--- src/rtl/cart_mapper_detect.sv ---
// rtl/cart_mapper_detect.sv - classifies a loaded cartridge ROM's bank-switch mapper by scanning for LD (nn),A writes
module cart_mapper_detect #(
    parameter int ADDR_W     = 22,
    parameter int SCAN_BYTES = 32768
) (
    input  logic              clk,
    input  logic              reset,
    input  logic              start,
    input  logic [ADDR_W:0]   rom_size,
    output logic              mem_rd,
    output logic [ADDR_W-1:0] mem_addr,
    input  logic              mem_ready,
    input  logic [7:0]        mem_data,
    output logic              busy,
    output logic              done,
    output logic [5:0]        mapper
);

    localparam logic [5:0] MAPPER_LINEAR     = 6'd0;
    localparam logic [5:0] MAPPER_KONAMI     = 6'd1;
    localparam logic [5:0] MAPPER_KONAMI_SCC = 6'd2;
    localparam logic [5:0] MAPPER_ASCII8     = 6'd3;
    localparam logic [5:0] MAPPER_ASCII16    = 6'd4;

    localparam logic [ADDR_W:0] SMALL_MAX = (ADDR_W+1)'(32'h10000);
    localparam logic [ADDR_W:0] SCAN_MAX  = (ADDR_W+1)'(SCAN_BYTES);

    typedef enum logic [2:0] {S_IDLE, S_FETCH, S_WAIT, S_GAP, S_DECIDE, S_FIN} state_t;

    state_t          state;
    logic [7:0]      w0, w1, w2;
    logic [1:0]      rx_cnt;
    logic [7:0]      cnt_scc, cnt_kon, cnt_a8, cnt_a16;
    logic [ADDR_W:0] scan_limit;
    logic [5:0]      result;

    logic [15:0]     op_addr;
    logic            hit_scc, hit_kon, hit_a8, hit_a16;
    logic [5:0]      pick;
    logic [7:0]      pick_val;

    function automatic logic [7:0] sat_inc(input logic [7:0] v, input logic en);
        return (en && v != 8'hFF) ? v + 8'd1 : v;
    endfunction

    // Window holds opcode (w0) and little-endian target address (w1 low, w2 high)
    always_comb begin
        op_addr = {w2, w1};
        hit_scc = 1'b0;
        hit_kon = 1'b0;
        hit_a8  = 1'b0;
        hit_a16 = 1'b0;
        if (rx_cnt == 2'd3 && w0 == 8'h32) begin
            case (op_addr)
                16'h5000, 16'h9000, 16'hB000: hit_scc = 1'b1;
                16'h4000, 16'h8000, 16'hA000: hit_kon = 1'b1;
                16'h6800, 16'h7800:           hit_a8  = 1'b1;
                16'h6000: begin hit_kon = 1'b1; hit_a8 = 1'b1; hit_a16 = 1'b1; end
                16'h7000: begin hit_scc = 1'b1; hit_a8 = 1'b1; hit_a16 = 1'b1; end
                16'h77FF:                     hit_a16 = 1'b1;
                default: ;
            endcase
        end
    end

    // Strict greater-than keeps the earlier (higher priority) candidate on ties
    always_comb begin
        pick     = MAPPER_KONAMI_SCC;
        pick_val = cnt_scc;
        if (cnt_kon > pick_val) begin pick = MAPPER_KONAMI;  pick_val = cnt_kon; end
        if (cnt_a8  > pick_val) begin pick = MAPPER_ASCII8;  pick_val = cnt_a8;  end
        if (cnt_a16 > pick_val) begin pick = MAPPER_ASCII16; pick_val = cnt_a16; end
        if (pick_val == 8'd0) pick = MAPPER_LINEAR;
    end

    always_ff @(posedge clk) begin
        if (reset) begin
            state      <= S_IDLE;
            mem_rd     <= 1'b0;
            mem_addr   <= '0;
            busy       <= 1'b0;
            done       <= 1'b0;
            mapper     <= MAPPER_LINEAR;
            result     <= MAPPER_LINEAR;
            w0         <= 8'd0;
            w1         <= 8'd0;
            w2         <= 8'd0;
            rx_cnt     <= 2'd0;
            cnt_scc    <= 8'd0;
            cnt_kon    <= 8'd0;
            cnt_a8     <= 8'd0;
            cnt_a16    <= 8'd0;
            scan_limit <= '0;
        end else begin
            done <= 1'b0;
            case (state)
                S_IDLE: begin
                    busy <= 1'b0;
                    if (start) begin
                        busy <= 1'b1;
                        if (rom_size <= SMALL_MAX) begin
                            result <= MAPPER_LINEAR;
                            state  <= S_FIN;
                        end else begin
                            w0         <= 8'd0;
                            w1         <= 8'd0;
                            w2         <= 8'd0;
                            rx_cnt     <= 2'd0;
                            cnt_scc    <= 8'd0;
                            cnt_kon    <= 8'd0;
                            cnt_a8     <= 8'd0;
                            cnt_a16    <= 8'd0;
                            scan_limit <= (rom_size < SCAN_MAX) ? rom_size : SCAN_MAX;
                            mem_addr   <= '0;
                            state      <= S_FETCH;
                        end
                    end
                end
                S_FETCH: begin
                    mem_rd <= 1'b1;
                    state  <= S_WAIT;
                end
                S_WAIT: begin
                    if (mem_ready) begin
                        mem_rd   <= 1'b0;
                        w0       <= w1;
                        w1       <= w2;
                        w2       <= mem_data;
                        mem_addr <= mem_addr + ADDR_W'(1);
                        if (rx_cnt != 2'd3) rx_cnt <= rx_cnt + 2'd1;
                        state    <= S_GAP;
                    end
                end
                S_GAP: begin
                    cnt_scc <= sat_inc(cnt_scc, hit_scc);
                    cnt_kon <= sat_inc(cnt_kon, hit_kon);
                    cnt_a8  <= sat_inc(cnt_a8,  hit_a8);
                    cnt_a16 <= sat_inc(cnt_a16, hit_a16);
                    state   <= ({1'b0, mem_addr} == scan_limit) ? S_DECIDE : S_FETCH;
                end
                S_DECIDE: begin
                    result <= pick;
                    state  <= S_FIN;
                end
                S_FIN: begin
                    done   <= 1'b1;
                    mapper <= result;
                    state  <= S_IDLE;
                end
                default: state <= S_IDLE;
            endcase
        end
    end

endmodule
--- config.mk ---
export PLATFORM = sky130hd
export DESIGN_NAME = cart_mapper_detect
export DESIGN_NICKNAME = d
export VERILOG_FILES = /design/src/rtl/cart_mapper_detect.sv
export SDC_FILE = /design/constraint.sdc
export NUM_CORES = 1
export LEC_CHECK = 0
export BUFFER_PORTS_ARGS = -buffer_cell sky130_fd_sc_hd__buf_2
export CAP_MARGIN = 20
export CELL_PAD_IN_SITES_DETAIL_PLACEMENT = 0
export CELL_PAD_IN_SITES_GLOBAL_PLACEMENT = 1
export CORE_MARGIN = 1
export CORE_UTILIZATION = 31
export DETAILED_ROUTE_END_ITERATION = 12
export PLACE_DENSITY_LB_ADDON = 0.1
export SETUP_SLACK_MARGIN = 0.4
export SYNTH_ARGS = -nofsm -noshare
export SYNTH_HDL_FRONTEND = slang
export SYNTH_SLANG_ARGS = --single-unit
--- constraint.sdc ---
create_clock -name clk -period 4.9 [get_ports clk]
set_input_delay 0 -clock clk [delete_from_list [all_inputs] [get_ports clk]]
set_output_delay 0 -clock clk [all_outputs]
set_load 0.05 [all_outputs]
==> reports/results.tsv, run 1 <==
stage	metric	value	unit
floorplan	rows	49	
clocking	clockRootBuffer	sky130_fd_sc_hd__clkbuf_16	
final_layout	design_area	7440	µm²
timing	timing.final.crit_period	4.40	ns
synthesis	sequential_share_of_the_synthesized_area	40.0	%
final_layout	sequential_cell_area	2310	µm²
clocking	clock_tree.buffer_depth	2	
global_route	first_global_vias	4654	
place	place.detailed.hpwl	10600	µm
timing	post-route-worst-setup-slack	0.498	ns
synthesis	synth-edff-count	0	
floorplan	placeableCoreArea	18100	µm²
setup_path	criticalPathCategory	flop to flop	
hold_path	hold_path.class	primary input to flop	
clocking	cts_inserted_buffers	17	
setup_path	worstSetupStartpointType	flop	
timing	fin_setup_tns	0	ns
floorplan	design.die.area	19100	µm²
drt	drt_drc_violations_left	0	
setup_path	worst_ep_arrival	4.70	ns
synthesis	syn_inst	651	
timing	maxClockFrequency	0.227	GHz
timing	tightestPinTransition	0.822	ns
global_route	grtUsageTotal	16.1	%
final_layout	finalNonFillerCells	985	
drt	vias	4870	
run_status	run_status	complete, no violations	
hold_path	hold_start	rom_size[20]	
place	dpl-instance-area	6280	µm²
synthesis	synthArstFlopShare	0	%
timing	worst_slew_margin_rel	45.2	%
synthesis	syn_area_per_cell	8.84	µm²
drt	wl_per_cell	15.6	µm
clocking	clock_pin_slew_reported_for_the_worst_setup_and_hold_paths_after_clock_tree_synthesis	0.06	ns
power_and_ir_drop	pwr_density_cell	328	nW/µm²
place	place_ws	0.140	ns
timing	final_min_period_over_clock_period	89.8	%
setup_path	path_max_fanout	5	
synthesis	synth_warnings	0	
drt	detail_route.vias_per_cell	4.94	
timing	finalHoldViolCount	0	
final_layout	share_of_layout_cells_above_drive_strength_1	24.5	%
clocking	worst_skew_pair_later_pin_latency	0.42	ns
place	gpl.final_weighted_congestion	0.811	
synthesis	synthDominantCellAreaShare	40.0	%
synthesis	netlist_top_cells_area	sky130_fd_sc_hd__dfxtp_1, sky130_fd_sc_hd__ha_1, sky130_fd_sc_hd__nor2_1	
synthesis	synth_area	5750	µm²
synthesis	synth_top_cell_by_area	sky130_fd_sc_hd__dfxtp_1	
global_route	grt_start_max_net_pins	50	
synthesis	post_synth_num_cell_types	60	
floorplan	die_width	138	µm
timing	timing.final.max_slew_violations	0	
power_and_ir_drop	ir_drop	0.220	mV
timing	final.setup_skew	0.00862	ns
timing	setup_violations	0	
global_route	grt_antenna_before_repair	0	
place	port_buffers	62	
synthesis	ys_seq_elements	115	
floorplan	initial_core_util	31.8	%
global_route	grt_first_pass_wirelength	24300	µm
final_layout	multi_input_area	3520	µm²
timing	unrepaired_setup_endpoints_after_global_routing	no	
clocking	h-tree-depth	4	
global_route	globalRouteOverflowTotal	0	
setup_path	end_kind	flop	
setup_path	timing_startpoint_of_the_critical_path	cnt_scc[7]	
setup_path	regToRegStartpoint	cnt_scc[7]	
floorplan	die-height	138	µm
timing	holdWs	0.138	ns
drt	postRouteAntennaNets	0	
power_and_ir_drop	power.leakage	2.92	nW
final_layout	final_net_count	808	
drt	drt_pass1_iterations	4	
drt	drt_first_iter_violations	212	
synthesis	synth_flop_cell	sky130_fd_sc_hd__dfxtp_1	
floorplan	ios	66	
drt	wirelength	15400	µm
place	placedCellCount	927	
final_layout	utilization	41.1	%
setup_path	worstPathRequired	5.20	ns
run	max_cap_viol_count	0	
clocking	cts.sink_count	115	
power_and_ir_drop	total_power_consumption	2.44	mW
final_layout	syn2layout_area_growth	29.3	%
clocking	tritoncts	done	
final_layout	fillers	1784	
final_layout	insertedDiodeCount	0	
worst paths after layout:
check | endpoint | cells past startpoint | slack, ns
worst max-delay path | result[1] | 20 | 0.50
worst min-delay path | state[2] | 5 | 0.14
worst max register to register | result[1] | 20 | 0.50
worst min register to register | result[2] | 2 | 0.47
where the power goes:
group | switching [mW] | leakage [nW] | internal [mW]
logic | 0.130 | 1.69 | 0.0631
registers | 0.0226 | 0.932 | 0.947
clock network | 0.494 | 0.296 | 0.780
total | 0.646 | 2.92 | 1.79
registers in the layout (all words and copies together) (netlist names), 8 cells and up:
| register | count |
|---|---|
| cnt_a16 | 8 |
| cnt_a8 | 8 |
| cnt_kon | 8 |
| cnt_scc | 8 |
| mem_addr | 22 |
| scan_limit | 23 |
| w0 | 8 |
| w1 | 8 |
| w2 | 8 |
cell usage in the layout, fill, tap and decap left out, types with 17 or more instances in the layout:
| cell type | synthesis | routed |
|---|---|---|
| sky130_fd_sc_hd__nand2_1 | 33 | 32 |
| sky130_fd_sc_hd__buf_4 | 4 | 24 |
| sky130_fd_sc_hd__nor2_1 | 93 | 91 |
| sky130_fd_sc_hd__a21oi_1 | 21 | 19 |
| sky130_fd_sc_hd__clkbuf_16 | 0 | 17 |
| sky130_fd_sc_hd__xnor2_1 | 35 | 35 |
| sky130_fd_sc_hd__buf_2 | 5 | 62 |
| sky130_fd_sc_hd__nand3_1 | 28 | 24 |
| sky130_fd_sc_hd__a22oi_1 | 27 | 27 |
| sky130_fd_sc_hd__inv_1 | 22 | 20 |
| sky130_fd_sc_hd__xor2_1 | 28 | 28 |
| sky130_fd_sc_hd__dfxtp_1 | 115 | 105 |
| sky130_fd_sc_hd__and2_1 | 28 | 25 |
| sky130_fd_sc_hd__ha_1 | 30 | 19 |
area by class of cell:
| type | count | share of cell area [%] |
|---|---|---|
| Multi-Input combinational cell | 488 | 47.3 |
| Sequential cell | 115 | 31.1 |
| Timing Repair Buffer | 99 | 8.40 |
| Clock buffer | 18 | 5.91 |
| Tap cell | 229 | 3.85 |
| Clock inverter | 14 | 2.27 |
| Inverter | 22 | 1.11 |
cells by family after synthesis:
group / count (synthesis) / synth area share, %
adder cells (fa/ha/maj): 30 / 6.52
multiplexers: 13 / 2.33
XOR/XNOR: 63 / 9.59
flip-flops: 115 / 40.0
buffers and inverters: 52 / 4.55
AND/OR/NAND/NOR: 278 / 25.0
AO/OA/AOI/OAI: 99 / 11.9
other: 1 / 0.0652
critical path, stage by stage, from the launching register on:
cell and delay [ns]:
sky130_fd_sc_hd__dfxtp_2 0.35, sky130_fd_sc_hd__inv_1 0.07, sky130_fd_sc_hd__ha_4 0.27, sky130_fd_sc_hd__nand4_1 0.22, sky130_fd_sc_hd__a211o_4 0.44, sky130_fd_sc_hd__a21bo_4 0.23
sky130_fd_sc_hd__and2_4 0.16, sky130_fd_sc_hd__ha_4 0.21, sky130_fd_sc_hd__a211oi_2 0.22, sky130_fd_sc_hd__nor2_2 0.06, sky130_fd_sc_hd__buf_4 0.14, sky130_fd_sc_hd__o31ai_4 0.26
sky130_fd_sc_hd__or2_4 0.22, sky130_fd_sc_hd__buf_4 0.12, sky130_fd_sc_hd__mux2_2 0.37, sky130_fd_sc_hd__ha_4 0.29, sky130_fd_sc_hd__a21oi_2 0.05, sky130_fd_sc_hd__o21ai_1 0.12
sky130_fd_sc_hd__o21a_1 0.23, sky130_fd_sc_hd__a211oi_2 0.05, sky130_fd_sc_hd__a22o_1 0.21
cell usage after synthesis (2+ instances only):
master / number
sky130_fd_sc_hd__a21o_1: 5
sky130_fd_sc_hd__or2_1: 3
sky130_fd_sc_hd__nor4_1: 15
sky130_fd_sc_hd__nand4_1: 16
sky130_fd_sc_hd__nand4b_1: 3
sky130_fd_sc_hd__mux2_2: 3
sky130_fd_sc_hd__inv_1: 22
sky130_fd_sc_hd__buf_2: 5
sky130_fd_sc_hd__a22o_1: 2
sky130_fd_sc_hd__buf_6: 6
sky130_fd_sc_hd__or4_1: 2
sky130_fd_sc_hd__a22oi_1: 27
sky130_fd_sc_hd__a21bo_2: 3
sky130_fd_sc_hd__nor4bb_1: 2
sky130_fd_sc_hd__o21ai_0: 15
sky130_fd_sc_hd__a21boi_0: 2
sky130_fd_sc_hd__o211ai_1: 3
sky130_fd_sc_hd__a41oi_1: 3
sky130_fd_sc_hd__and2_1: 28
sky130_fd_sc_hd__nand2b_1: 3
sky130_fd_sc_hd__buf_4: 4
sky130_fd_sc_hd__a31oi_1: 4
sky130_fd_sc_hd__xor2_1: 28
sky130_fd_sc_hd__nand2_1: 33
sky130_fd_sc_hd__ha_1: 30
sky130_fd_sc_hd__nand3_1: 28
sky130_fd_sc_hd__mux2i_1: 10
sky130_fd_sc_hd__a211oi_1: 3
sky130_fd_sc_hd__nand3b_1: 3
sky130_fd_sc_hd__and3_1: 11
sky130_fd_sc_hd__nor3b_1: 2
sky130_fd_sc_hd__a21oi_1: 21
sky130_fd_sc_hd__or3_1: 8
sky130_fd_sc_hd__nor2_1: 93
sky130_fd_sc_hd__nor2b_1: 6
sky130_fd_sc_hd__nor3_1: 11
sky130_fd_sc_hd__clkbuf_1: 15
sky130_fd_sc_hd__dfxtp_1: 115
sky130_fd_sc_hd__xnor2_1: 35
sky130_fd_sc_hd__and4_1: 3
repair_timing:
item,CTS,global route
pin swaps,4,19
resized for setup,12,58
cloned,1,1
endpoints found under the setup margin,3,3
endpoints found under the hold margin,10,0
setup buffers,3,10
hold buffers,10,0
layer usage:
metal | wire (µm) | vias to the layer above | global-route usage (%)
met3 | 372 | 13 | 3.64
met5 | 0 | - | 0
li1 | - | 2486 | -
met1 | 7510 | 2322 | 20.6
met2 | 7340 | 49 | 26.7
met4 | 140 | 0 | 5.03
Power figures use the tool's default switching activity.
==> inputs of run 2 (changes only) <==
==> constraint.sdc (replaced) <==
create_clock -name clk -period 4.9 [get_ports clk]
set_input_delay 0.49 -clock clk [delete_from_list [all_inputs] [get_ports clk]]
set_output_delay 0.49 -clock clk [all_outputs]
set_load 0.05 [all_outputs]
==> run 2 against run 1 <==
Against the previous run:
- flip-flop and latch count stayed put
- via count up 1.3%
- sequential share of layout area grew 0.23 points
- clock power is essentially flat
- die area did not move
- global-route usage is 0.53 points higher
- fmax increased by 0.42%
- design area down 0.32%
- setup slack better by 0.018 ns
- combinational power fell by 3%
- largest power group unchanged
- final cell count is 0.20% lower
- critical path type unchanged
==> reports/results.tsv, run 2 (same netlist as run 1, synthesis figures left out) <==
stage	metric	value	unit	change
run_status	run_status	complete, no violations		unchanged
final_layout	design_area	7410	µm²	was 7440 µm²
global_route	grt_first_pass_wirelength	25000	µm	was 24300 µm
drt	wirelength	15600	µm	was 15400 µm
global_route	grt_start_max_net_pins	49		was 50
drt	postRouteAntennaNets	0		unchanged
place	place.detailed.hpwl	10900	µm	was 10600 µm
timing	unrepaired_setup_endpoints_after_global_routing	yes		was no
setup_path	end_kind	flop		unchanged
drt	vias	4934		was 4870
hold_path	hold_path.class	primary input to flop		unchanged
timing	final_min_period_over_clock_period	89.5	%	was 89.8%
floorplan	placeableCoreArea	18100	µm²	unchanged
drt	drt_first_iter_violations	223		was 212
timing	setup_violations	0		unchanged
clocking	clock_pin_slew_reported_for_the_worst_setup_and_hold_paths_after_clock_tree_synthesis	0.06	ns	about the same
clocking	tritoncts	done		unchanged
setup_path	timing_startpoint_of_the_critical_path	cnt_scc[6]		was cnt_scc[7]
power_and_ir_drop	ir_drop	0.257	mV	was 0.220 mV
setup_path	regToRegSetupSlack	0.52	ns	was 0.50 ns
power_and_ir_drop	pwr_density_cell	328	nW/µm²	about the same
final_layout	largest_register_ffs	23		unchanged
final_layout	final_net_count	806		was 808
floorplan	ios	66		unchanged
place	placedCellCount	927		unchanged
drt	detail_route.vias_per_cell	5.02		was 4.94
timing	finalHoldViolCount	0		unchanged
timing	worst_slew_margin_rel	47.8	%	was 45.2%
final_layout	mostFrequentLayoutCell	sky130_fd_sc_hd__dfxtp_1		unchanged
place	dpl-instance-area	6280	µm²	unchanged
setup_path	critical_path.endpoint	result[2]		was result[1]
final_layout	finalNonFillerCells	983		was 985
clocking	clock_tree.buffer_depth	2		unchanged
setup_path	path_max_fanout	7		was 5
timing	timing.final.crit_period	4.38	ns	was 4.40 ns
clocking	cts_inserted_buffers	17		unchanged
setup_path	timing.reg2reg.worst_path_depth	23		was 20
power_and_ir_drop	total_power_consumption	2.43	mW	was 2.44 mW
timing	fin_setup_tns	0	ns	unchanged
global_route	first_global_vias	4762		was 4654
clocking	h-tree-depth	4		unchanged
floorplan	die_width	138	µm	unchanged
setup_path	worstPathRequired	5.25	ns	was 5.20 ns
global_route	grtUsageTotal	16.6	%	was 16.1%
final_layout	layout_top_registers	scan_limit: 23 flops, mem_addr: 22 flops		unchanged
floorplan	rows	49		unchanged
setup_path	regToRegStartpoint	cnt_scc[6]		was cnt_scc[7]
setup_path	worst_ep_arrival	4.74	ns	was 4.70 ns
final_layout	syn2layout_area_growth	28.8	%	was 29.3%
clocking	cts.sink_count	115		unchanged
floorplan	die-height	138	µm	unchanged
setup_path	worstSetupStartpointType	flop		unchanged
final_layout	final_cell_mix	sky130_fd_sc_hd__dfxtp_1, sky130_fd_sc_hd__nor2_1, sky130_fd_sc_hd__buf_2		unchanged
run	max_cap_viol_count	0		unchanged
global_route	grt_antenna_before_repair	0		unchanged
timing	maxClockFrequency	0.228	GHz	was 0.227 GHz
timing	timing.final.max_slew_violations	0		unchanged
timing	tightestPinTransition	0.776	ns	was 0.822 ns
final_layout	fillers	1807		was 1784
clocking	worst_skew_pair_later_pin_latency	0.42	ns	about the same
setup_path	crit-reg2reg-capture	result[2]		was result[1]
drt	drt_pass1_iterations	5		was 4
place	port_buffers	62		unchanged
final_layout	share_of_layout_cells_above_drive_strength_1	26.3	%	was 24.5%
clocking	clockRootBuffer	sky130_fd_sc_hd__clkbuf_16		unchanged
final_layout	utilization	41.0	%	was 41.1%
final_layout	sequential_cell_area	2320	µm²	was 2310 µm²
drt	wl_per_cell	15.8	µm	was 15.6 µm
floorplan	design.die.area	19100	µm²	unchanged
final_layout	insertedDiodeCount	0		unchanged
power_and_ir_drop	power.leakage	2.93	nW	was 2.92 nW
setup_path	criticalPathCategory	flop to flop		unchanged
global_route	globalRouteOverflowTotal	0		unchanged
timing	final.setup_skew	0.0118	ns	was 0.00862 ns
floorplan	initial_core_util	31.8	%	unchanged
place	gpl.final_weighted_congestion	0.821		was 0.811
drt	drt_drc_violations_left	0		unchanged
final_layout	multi_input_area	3510	µm²	was 3520 µm²
final_layout	top_register	scan_limit		unchanged
run 2: changes by cell type in the layout (fill, tap and decap cells not counted), moves of 2 or more:
cell	change
sky130_fd_sc_hd__inv_6	-2
sky130_fd_sc_hd__inv_2	+2
sky130_fd_sc_hd__nor2b_1	-2
sky130_fd_sc_hd__buf_4	+8
sky130_fd_sc_hd__dlygate4sd3_1	-10
sky130_fd_sc_hd__o21ai_1	-3
sky130_fd_sc_hd__inv_1	-3
sky130_fd_sc_hd__dfxtp_2	-4
sky130_fd_sc_hd__nand3_2	+2
sky130_fd_sc_hd__dfxtp_4	+4
sky130_fd_sc_hd__inv_8	-2
sky130_fd_sc_hd__clkinv_2	+2
sky130_fd_sc_hd__o21ai_2	+3
run 2: worst max-delay path, cell delays in order (launching register included):
cell and delay (ns):
sky130_fd_sc_hd__dfxtp_4 0.36, sky130_fd_sc_hd__inv_4 0.05, sky130_fd_sc_hd__ha_4 0.26, sky130_fd_sc_hd__nand4_1 0.22, sky130_fd_sc_hd__a211o_4 0.44, sky130_fd_sc_hd__a21bo_4 0.23
sky130_fd_sc_hd__and2_4 0.16, sky130_fd_sc_hd__ha_4 0.27, sky130_fd_sc_hd__a211oi_4 0.06, sky130_fd_sc_hd__nor2_2 0.12, sky130_fd_sc_hd__and4bb_1 0.25, sky130_fd_sc_hd__or2_4 0.28
sky130_fd_sc_hd__buf_6 0.13, sky130_fd_sc_hd__o211ai_1 0.10, sky130_fd_sc_hd__nand2_1 0.14, sky130_fd_sc_hd__ha_4 0.29, sky130_fd_sc_hd__nor2b_4 0.13, sky130_fd_sc_hd__o21ai_2 0.05
sky130_fd_sc_hd__nand2b_1 0.07, sky130_fd_sc_hd__a21oi_2 0.05, sky130_fd_sc_hd__o21ai_1 0.13, sky130_fd_sc_hd__o21a_1 0.23, sky130_fd_sc_hd__nand4_1 0.14, sky130_fd_sc_hd__a21oi_2 0.15
run 2: final cells by class:
type | count | area share [%]
Multi-Input combinational cell | 487 | 47.4
Sequential cell | 115 | 31.4
Timing Repair Buffer | 98 | 8.04
Clock buffer | 18 | 5.79
Tap cell | 229 | 3.87
Clock inverter | 14 | 2.38
Inverter | 22 | 1.15
run 2: per-layer routing:
metal  global-route usage [%]  routed length, µm  vias to the layer above
li1                         -                  -                     2482
met1                     21.2               7420                     2366
met2                     27.8               7570                       72
met3                     3.81                430                       14
met4                     4.91                157                        0
met5                        0                  0                        -
run 2: where the power goes:
group	internal [mW]	total [mW]	switching, mW
Clock	0.804	1.28	0.473
Combinational	0.0580	0.187	0.129
Sequential	0.945	0.970	0.0243
run 2: worst min path at each step:
stage	startpoint	endpoint	depth (start not counted)
2_1_floorplan	scan_limit[22]	scan_limit[22]	1
3_3_place_gp	scan_limit[22]	scan_limit[22]	1
3_5_place_dp	scan_limit[22]	scan_limit[22]	1
4_1_cts	mem_data[3]	w2[3]	3
5_1_grt	mem_data[3]	w2[3]	3
6_report	mem_data[3]	w2[3]	3
run 2: through the flow:
stage	hold WS, ns	worst slack (ns)
2_1_floorplan	0.430	0.520
3_3_place_gp	0.444	0.224
3_5_place_dp	0.452	0.0975
4_1_cts	0.307	0.424
5_1_grt	0.316	0.334
6_report	0.322	0.516
run 2: timing repair:
action | CTS | global route
hold buffers | 0 | 0
pin swaps | 5 | 28
cloned | 1 | 0
endpoints found under the setup margin | 3 | 3
gates resized for setup | 23 | 58
setup buffers | 4 | 18
==> inputs of run 3 (changes only) <==
Settings changed: ABC_AREA set to 1, CORE_MARGIN 1 to 3.
==> run 3 against run 2 <==
Against the previous run:
- first-iteration DRC count increased by 7.2%
- die area is 14% higher
- setup slack improved by 0.30 ns
- combinational power increased to 6.8 times the previous value
- area after synthesis increased by 7.6%
- critical path depth grew 4
- sequential power increased by 6%
- flip-flop and latch count unchanged
- fmax is 7.3% higher
- count of clock-buffer cells in the layout up 6
- via count rose by 17%
- critical endpoint unchanged
==> reports/results.tsv, run 3 <==
stage	metric	value	unit	change
floorplan	rows	51		was 49
final_layout	layout_top_registers	scan_limit: 23 flops, mem_addr: 22 flops		unchanged
synthesis	yosysMostFrequentCell	sky130_fd_sc_hd__nand2_1		was sky130_fd_sc_hd__dfxtp_1
floorplan	die_width	147	µm	was 138 µm
final_layout	final_cell_mix	sky130_fd_sc_hd__nand2_1, sky130_fd_sc_hd__dfxtp_1, sky130_fd_sc_hd__a21oi_1		was sky130_fd_sc_hd__dfxtp_1, sky130_fd_sc_hd__nor2_1, sky130_fd_sc_hd__buf_2
floorplan	ios	66		unchanged
timing	timing.final.crit_period	4.09	ns	was 4.38 ns
final_layout	share_of_layout_cells_above_drive_strength_1	15.0	%	was 26.3%
final_layout	largest_register_ffs	23		unchanged
timing	setup_violations	0		unchanged
global_route	grt_start_max_net_pins	71		was 49
timing	fin_setup_tns	0	ns	unchanged
floorplan	placeableCoreArea	19500	µm²	was 18100 µm²
setup_path	worstPathRequired	5.24	ns	was 5.25 ns
drt	wl_per_cell	14.9	µm	was 15.8 µm
setup_path	timing.reg2reg.worst_path_depth	27		was 23
place	place.detailed.hpwl	13500	µm	was 10900 µm
synthesis	ys_seq_elements	115		unchanged
setup_path	worstSetupStartpointType	flop		unchanged
timing	tightestPinTransition	0.950	ns	was 0.776 ns
run	max_cap_viol_count	0		unchanged
final_layout	final_net_count	1013		was 806
drt	detail_route.vias_per_cell	4.72		was 5.02
timing	maxClockFrequency	0.245	GHz	was 0.228 GHz
clocking	clock_pin_slew_reported_for_the_worst_setup_and_hold_paths_after_clock_tree_synthesis	0.06	ns	about the same
final_layout	mostFrequentLayoutCell	sky130_fd_sc_hd__nand2_1		was sky130_fd_sc_hd__dfxtp_1
setup_path	path_max_fanout	12		was 7
place	gpl.final_weighted_congestion	0.817		was 0.821
final_layout	syn2layout_area_growth	19.7	%	was 28.8%
power_and_ir_drop	pwr_density_cell	487	nW/µm²	was 328 nW/µm²
setup_path	critical_path_stages	27		was 23
synthesis	synth_top_cell_by_area	sky130_fd_sc_hd__dfxtp_1		unchanged
setup_path	end_kind	flop		unchanged
global_route	globalRouteOverflowTotal	0		unchanged
floorplan	initial_core_util	31.7	%	was 31.8%
drt	vias	5785		was 4934
synthesis	sequential_share_of_the_synthesized_area	37.2	%	was 40.0%
timing	timing.final.max_slew_violations	0		unchanged
timing	finalHoldViolCount	0		unchanged
setup_path	cp_common_cell	sky130_fd_sc_hd__nand2_1		was sky130_fd_sc_hd__ha_4
synthesis	synthDominantCellAreaShare	37.2	%	was 40.0%
synthesis	synth_warnings	0		unchanged
run_status	run_status	complete, no violations		unchanged
place	port_buffers	62		unchanged
synthesis	syn_inst	887		was 651
final_layout	top_register	scan_limit		unchanged
clocking	cts_inserted_buffers	17		unchanged
power_and_ir_drop	power.leakage	3.00	nW	was 2.93 nW
synthesis	synth-edff-count	0		unchanged
global_route	grtUsageTotal	17.2	%	was 16.6%
global_route	grt_first_pass_wirelength	29700	µm	was 25000 µm
timing	final.setup_skew	0.00758	ns	was 0.0118 ns
synthesis	post_synth_num_cell_types	44		was 60
timing	holdWs	0.324	ns	was 0.322 ns
power_and_ir_drop	ir_drop	0.241	mV	was 0.257 mV
final_layout	finalNonFillerCells	1226		was 983
final_layout	insertedDiodeCount	0		unchanged
synthesis	syn_area_per_cell	6.98	µm²	was 8.84 µm²
clocking	h-tree-depth	4		unchanged
synthesis	synth_flop_cell	sky130_fd_sc_hd__dfxtp_1		unchanged
clocking	cts.sink_count	115		unchanged
drt	wirelength	18200	µm	was 15600 µm
timing	final_min_period_over_clock_period	83.4	%	was 89.5%
clocking	clockRootBuffer	sky130_fd_sc_hd__clkbuf_16		unchanged
timing	unrepaired_setup_endpoints_after_global_routing	no		was yes
setup_path	cell_family_with_the_largest_share_of_critical_path_delay	simple AND/OR/NAND/NOR gates		unchanged
setup_path	timing.critical_path.slowest_cell_delay	0.45	ns	was 0.44 ns
synthesis	synthArstFlopShare	0	%	unchanged
global_route	grt_antenna_before_repair	0		unchanged
synthesis	synth_area	6190	µm²	was 5750 µm²
synthesis	synth_cell_count_leaders	sky130_fd_sc_hd__nand2_1, sky130_fd_sc_hd__dfxtp_1, sky130_fd_sc_hd__a21oi_1, sky130_fd_sc_hd__inv_1, sky130_fd_sc_hd__nor2_1		was sky130_fd_sc_hd__dfxtp_1, sky130_fd_sc_hd__nor2_1, sky130_fd_sc_hd__xnor2_1, sky130_fd_sc_hd__nand2_1, sky130_fd_sc_hd__ha_1
synthesis	netlist_top_cells_area	sky130_fd_sc_hd__dfxtp_1, sky130_fd_sc_hd__nand2_1, sky130_fd_sc_hd__a21oi_1		was sky130_fd_sc_hd__dfxtp_1, sky130_fd_sc_hd__ha_1, sky130_fd_sc_hd__nor2_1
setup_path	criticalPathCategory	flop to flop		unchanged
clocking	tritoncts	done		unchanged
drt	drt_drc_violations_left	0		unchanged
drt	drt_first_iter_violations	239		was 223
hold_path	min_delay_path_depth	3		unchanged
place	placedCellCount	1193		was 927
setup_path	cp_num_buf_inv	3		was 2
hold_path	hold_path.class	primary input to flop		unchanged
timing	worst_slew_margin_rel	35.8	%	was 47.8%
floorplan	die-height	147	µm	was 138 µm
drt	postRouteAntennaNets	0		unchanged
clocking	clock_tree.buffer_depth	2		unchanged
setup_path	worst_ep_arrival	4.43	ns	was 4.74 ns
floorplan	design.die.area	21700	µm²	was 19100 µm²
global_route	first_global_vias	5629		was 4762
clocking	worst_skew_pair_later_pin_latency	0.41	ns	was 0.42 ns
setup_path	timing.critical_path.slowest_stage_cell	sky130_fd_sc_hd__or3b_2		was sky130_fd_sc_hd__a211o_4
drt	drt_pass1_iterations	4		was 5
## run 3: changes by cell type after synthesis, sizes merged, moves of 27 or more
cell and change:
nand2 +189, a21oi +67, inv +74, a22oi -27, xnor2 -32, nand3 +27
## run 3: final cells by class
type | count | area [µm²]
Clock buffer | 24 | 492
Clock inverter | 8 | 124
Fill cell | 2192 | 12100
Inverter | 96 | 368
Multi-Input combinational cell | 648 | 3400
Sequential cell | 115 | 2310
Tap cell | 265 | 332
Timing Repair Buffer | 70 | 382
## run 3: cells by family (layout without fill, tap and decap cells)
family	count (synthesis)	count (layout)	share of synthesized area [%]
compound gates	149	149	13.1
fa+ha+maj	30	30	6.07
buf+inv	126	198	8.61
xor+xnor	23	23	3.26
flops	115	115	37.2
simple gates	443	443	31.7
other cells	1	3	0.0606
## run 3: where the power goes
| part | internal, mW | switching, mW | total (mW) |
|---|---|---|---|
| Sequential | 0.984 | 0.0436 | 1.03 |
| Clock | 0.853 | 0.447 | 1.30 |
| Combinational | 0.353 | 0.924 | 1.28 |
| Total | 2.19 | 1.42 | 3.60 |
## run 3: path summary, 6_finish.rpt
kind	startpoint	endpoint	slack, ns
setup / recovery	cnt_scc[6]	result[2]	0.81
hold / removal	start	busy	0.32
setup reg to reg	cnt_scc[6]	result[2]	0.81
hold reg to reg	scan_limit[22]	scan_limit[22]	0.44
## run 3: routing by layer
| metal | wire (µm) | track usage (%) | vias up |
|---|---|---|---|
| li1 | - | - | 3041 |
| met1 | 8830 | 22.4 | 2658 |
| met2 | 8770 | 28.9 | 70 |
| met4 | 263 | 6.06 | 0 |
| met5 | 0 | 0 | - |
| met3 | 369 | 2.96 | 16 |
## run 3: stage by stage
step / total power, mW / utilization (%) / setup WS (ns) / instance area [µm²]
after floorplan: 1.99 / - / 0.800 / 6200
after global placement: 2.32 / 34.4 / 0.471 / 6730
after detailed placement: 2.30 / 34.4 / 0.423 / 6730
after CTS: 3.62 / 37.6 / 0.430 / 7340
after global routing: 3.85 / 37.9 / 0.410 / 7410
final: 3.60 / 37.9 / 0.812 / 7410
## run 3: timing repair
item | CTS | global route
resized for setup | 1 | 23
hold buffers | 0 | 0
pin swaps | 0 | 3
setup endpoints to repair | 1 | 3
setup buffers | 0 | 1
## run 3: worst reg2reg max path: cells and delay by family (launching register included)
| kind | cells | cell delay [ns] |
|---|---|---|
| AND/OR/NAND/NOR | 18 | 2.19 |
| adder cells (fa/ha/maj) | 3 | 0.88 |
| flip-flops | 1 | 0.37 |
| buffers and inverters | 3 | 0.30 |
| AO/OA/AOI/OAI | 3 | 0.29 |
